[src/rtl/decode_stage.sv]
// Instruction-decode stage: IF/ID pipeline register, 32x32 register file with
// write-before-read bypass, field extraction and load-use stall generation.
module decode_stage #(
    parameter int DATA_W = 32,
    parameter int NREGS  = 32
) (
    input  logic              clk,
    input  logic              rst_n,
    input  logic [DATA_W-1:0] if_inst,
    input  logic [DATA_W-1:0] if_pc_next,
    input  logic              flush,
    input  logic              ex_memread,
    input  logic [4:0]        ex_rt,
    input  logic              wb_we,
    input  logic [4:0]        wb_addr,
    input  logic [DATA_W-1:0] wb_data,
    output logic              stall,
    output logic              id_valid,
    output logic [5:0]        id_opcode,
    output logic [4:0]        id_rs,
    output logic [4:0]        id_rt,
    output logic [4:0]        id_rd,
    output logic [DATA_W-1:0] id_imm_ext,
    output logic [DATA_W-1:0] id_rs_data,
    output logic [DATA_W-1:0] id_rt_data,
    output logic [DATA_W-1:0] id_pc_next
);

    localparam int ADDR_W = $clog2(NREGS);

    logic [DATA_W-1:0] inst_reg;
    logic [DATA_W-1:0] pc_next_reg;
    logic              valid_reg;
    logic              primed_reg;

    logic [DATA_W-1:0] rf_reg [1:NREGS-1];
    logic              wb_hit;
    logic              stall_next;
    logic [DATA_W-1:0] rs_data_next;
    logic [DATA_W-1:0] rt_data_next;

    // ------------------------------------------------------------------
    // Field extraction straight off the IF/ID register
    // ------------------------------------------------------------------
    assign id_opcode  = inst_reg[31:26];
    assign id_rs      = inst_reg[25:21];
    assign id_rt      = inst_reg[20:16];
    assign id_rd      = inst_reg[15:11];
    assign id_imm_ext = {{(DATA_W-16){inst_reg[15]}}, inst_reg[15:0]};
    assign id_pc_next = pc_next_reg;

    // ------------------------------------------------------------------
    // Load-use hazard: the consumer waits one cycle in ID
    // ------------------------------------------------------------------
    always_comb begin
        stall_next = 1'b0;
        if (valid_reg && ex_memread && (ex_rt != 5'd0) &&
            ((ex_rt == id_rs) || (ex_rt == id_rt)))
            stall_next = 1'b1;
    end

    assign stall    = stall_next;
    assign id_valid = valid_reg & ~stall_next;

    // ------------------------------------------------------------------
    // IF/ID register; the first edge after reset only primes, discarding
    // the duplicated PC-0 fetch.
    // ------------------------------------------------------------------
    always_ff @(posedge clk or negedge rst_n) begin
        if (!rst_n) begin
            inst_reg    <= '0;
            pc_next_reg <= '0;
            valid_reg   <= 1'b0;
            primed_reg  <= 1'b0;
        end else begin
            primed_reg <= 1'b1;
            if (flush) begin
                inst_reg  <= '0;
                valid_reg <= 1'b0;
            end else if (!stall_next) begin
                inst_reg    <= if_inst;
                pc_next_reg <= if_pc_next;
                valid_reg   <= primed_reg;
            end
        end
    end

    // ------------------------------------------------------------------
    // Register file; r0 has no storage and reads as zero
    // ------------------------------------------------------------------
    assign wb_hit = wb_we && (wb_addr != 5'd0);

    for (genvar gi = 1; gi < NREGS; gi++) begin : g_rf
        always_ff @(posedge clk or negedge rst_n) begin
            if (!rst_n)
                rf_reg[gi] <= '0;
            else if (wb_hit && (wb_addr == ADDR_W'(gi)))
                rf_reg[gi] <= wb_data;
        end
    end

    // Reads see a same-cycle writeback (write-before-read)
    always_comb begin
        rs_data_next = '0;
        for (int i = 1; i < NREGS; i++)
            if (id_rs == ADDR_W'(i))
                rs_data_next = rf_reg[i];
        if (wb_hit && (wb_addr == id_rs))
            rs_data_next = wb_data;
    end

    always_comb begin
        rt_data_next = '0;
        for (int i = 1; i < NREGS; i++)
            if (id_rt == ADDR_W'(i))
                rt_data_next = rf_reg[i];
        if (wb_hit && (wb_addr == id_rt))
            rt_data_next = wb_data;
    end

    assign id_rs_data = rs_data_next;
    assign id_rt_data = rt_data_next;

endmodule

[config.mk]
export PLATFORM = sky130hd
export DESIGN_NAME = decode_stage
export DESIGN_NICKNAME = d
export VERILOG_FILES = /design/src/rtl/decode_stage.sv
export SDC_FILE = /design/constraint.sdc
export NUM_CORES = 2
export LEC_CHECK = 0
export ABC_AREA = 1
export CAP_MARGIN = 30
export CORE_MARGIN = 1.5
export CORE_UTILIZATION = 25
export CTS_CLUSTER_DIAMETER = 60
export DETAILED_ROUTE_END_ITERATION = 10
export PLACE_DENSITY = 0.47
export SLEW_MARGIN = 20
export SYNTH_ARGS = -nofsm -noshare
export SYNTH_HDL_FRONTEND = slang
export SYNTH_SLANG_ARGS = --single-unit
[constraint.sdc]
create_clock -name clk -period 3.05 [get_ports clk]
set_clock_uncertainty 0.05 [all_clocks]
set_input_delay 0.61 -clock clk [delete_from_list [all_inputs] [get_ports clk]]
set_output_delay 0.61 -clock clk [all_outputs]
set_load 0.05 [all_outputs]
==> summary.txt <==
Via count -> 54.17k
CTS Sinks -> 1058
Pre-CTS setup slack -> -1357 ps
Max Buffers Root-to-Sink -> 3
1st-iter DRT viols -> 5389
Max_slew headroom -> 50.40%
Largest net degree at the start of global routing -> 95
Worst-Skew Late Latency -> 760 ps
Most frequent cells in the layout -> nand2_1 (2590), o21ai_0 (1132), dfrtp_1 (1048)
Final min period -> 5086 ps
Bufs and invs on worst path -> 7
Reg clk slew, reported paths -> 60 ps
Ratio of cells with drive above 1 in the final layout -> 20.91%
Fin. Hold Viols -> 0
Width of the die -> 471.9 um
Mapped Area -> 54970 um^2
Gr ovfl total -> 0
Critical Path Start Type -> flip-flop
Failing checks -> setup timing
Gpl congestion -> 0.8722
Period utilization -> 166.7%
Synth async-reset ratio -> 100.0%
Post-synth top flop -> dfrtp_1
Number of flip-flops in the largest register -> 992
Cell Count, Final, Fillers Out -> 11.38k
EDFF count, synth -> 0
ANT nets after route -> 0
Total track usage -> 19.60%
Post-synthesis mux area share -> 0.6556%
CP required -> 2390 ps
Post-synth top area cell -> dfrtp_1
Critical Path Most Common Cell -> nand4_1
Yosys warns -> 0
Worst slew pin tran -> 742.3 ps
# DRC -> 0
Max Fanout on Critical Path -> 5
Commonest non-fill, non-tap cell in the layout -> nand2_1
Max-slew violation count -> 0
Post-synthesis xor/xnor area fraction -> 0.1912%
R2R Setup Slk -> -200 ps
#FFs+latches synth -> 1058
Post-synthesis simple-gate area fraction -> 31.10%
Synth Area in Adders -> 0%
CTS tree -> done
CP peak stage delay -> 410 ps
Post-synth cell types -> 37
DPL Wire Length -> 163.2 mm
Wire per inst -> 19.47 um
PortBufs -> 261
Drt first pass iters -> 8
Avg Vias per Cell -> 4.762
Final worst setup slack -> -2036 ps
First-pass GRT wire length -> 337.0 mm
Post-Syn Nets -> 7799
Core area -> 217800 um^2
Synth Area in Compound Gates -> 11.65%
Setup Viol. Count Final -> 102
Worst path arrival time -> 4430 ps
CTS Root Cell -> clkbuf_16
Std-Cell Rows -> 171
Post-synthesis cell count -> 7688
NumNets Final -> 8534
Critical path's slowest cell -> dfrtp_2
Num ports -> 262
Setup total negative slack -> -125890 ps
HP Class -> input pin to flip-flop
Avg Cell Area, Syn -> 7.150 um^2
Critical path class -> flip-flop to output pin
Max Cap Viol -> 0
Routed WL -> 221.5 mm
Vias in the first global route -> 51.98k
Fmax -> 196.6 MHz
RSZ-0062 raised after global routing -> yes
CP top delay family -> simple AND/OR/NAND/NOR gates
Share of the synthesized area in the top cell type -> 48.17%
Placed Instances -> 11.05k
Initial antenna violation count -> 6
Largest family of logic cells by synthesized area -> simple AND/OR/NAND/NOR gates
Top cells by area, synth -> dfrtp_1 (48%), nand2_1 (19%), o21ai_0 (10%), nand4_1 (5.0%), nor2_1 (4.8%)
CP Capture Type -> output pin
Total CTS buffers -> 131
Die Height -> 471.9 um
Area Overhead vs Synth -> 36.49%
Die ar. -> 222700 um^2
Sequential share of the synthesized area -> 48.17%
Leak -> 33.75 nW
Initial Utilization -> 25.24%
Peak VDD IR -> 0.5237 mV
Status -> finished, violations left
H-tree depth -> 4
PD cells -> 581.6 nW/um^2
-- stage by stage --
step / power (mW) / cell area [um^2] / util, % / hold slack (ps)
after detailed placement: 27.34 / 68100 / 31.27 / 391.0
after CTS: 43.84 / 73980 / 33.96 / 297.8
final: 43.63 / 75020 / 34.44 / 347.3
after global placement: 27.15 / 68090 / 31.26 / 388.7
after floorplan: 22.91 / 55840 / - / 264.4
after global routing: 45.87 / 75020 / 34.44 / 334.1
-- repair_timing --
action	4_1_cts	5_1_grt
setup endpoints to repair	85	133
endpoints found under the hold margin	27	0
pin swaps	156	252
gates cloned	2	3
hold buffers	1	0
setup buffers	62	37
gates resized for setup	333	219
-- worst min-delay path, stage by stage --
cell and delay, ps:
clkdlybuf4s50_1 390, nand3_1 80, nand2_1 50
-- final cells by class --
class	count	area (um^2)
diodes	4	10.01
clock buffers	186	3801
clock inverters	42	554.3
fillers	23006	142800
inverters	627	2406
multi-input cells	5467	26170
flip-flops and latches	1058	26500
well taps	2854	3571
repair buffers	1137	11990
repair inverters	1	20.02
-- per-layer routing --
| metal | up-vias | track usage, % | share of wire, % |
|---|---|---|---|
| met4 | 0 | 5.267 | 2.4 |
| met3 | 250 | 2.559 | 5.5 |
| li1 | 26032 | - | - |
| met1 | 26338 | 28.63 | 48 |
| met2 | 1553 | 30.17 | 44 |
| met5 | - | 0 | 0 |
-- power by group --
group          internal [mW]  switching [mW]  total [mW]
logic                   3.59            5.54        9.13
registers               16.6            1.89        18.5
clock network           9.54            6.48        16.0
-- synthesized netlist by cell type, drive strengths merged, types with 10 or more instances --
cell type and count:
o21a 22, nand4 441, nor3 30, xor2 10
clkbuf 466, nand2 2799, nor2 704, o21ai 1139
or2 45, mux2 32, inv 621, nand3 129
dfrtp 1058, a21oi 95, buf 71
-- path summary, 6_finish.rpt --
kind	startpoint	to	cells after the start
max	inst_reg[21]$_DFFE_PN0P_	id_rs_data[11]	26
min	if_inst[15]	inst_reg[15]$_DFFE_PN0P_	3
max reg2reg	inst_reg[16]$_DFFE_PN0P_	id_pc_next[6]$_DFFE_PN0P_	19
min reg2reg	primed_reg$_DFF_PN0_	valid_reg$_DFFE_PN0P_	2
max in group asynchronous	rst_n	rf_reg[521]$_DFFE_PN0P_	3
min in group asynchronous	rst_n	inst_reg[29]$_DFFE_PN0P_	2
-- logic make-up after synthesis --
logic type | Yosys count
buffers and inverters | 1164
AOI/OAI and AO/OA | 1264
xor gates and xnor gates | 12
muxes | 32
DFF | 1058
and+or+nand+nor | 4157
other | 1
No activity file was read; power rests on OpenSTA's default activity.
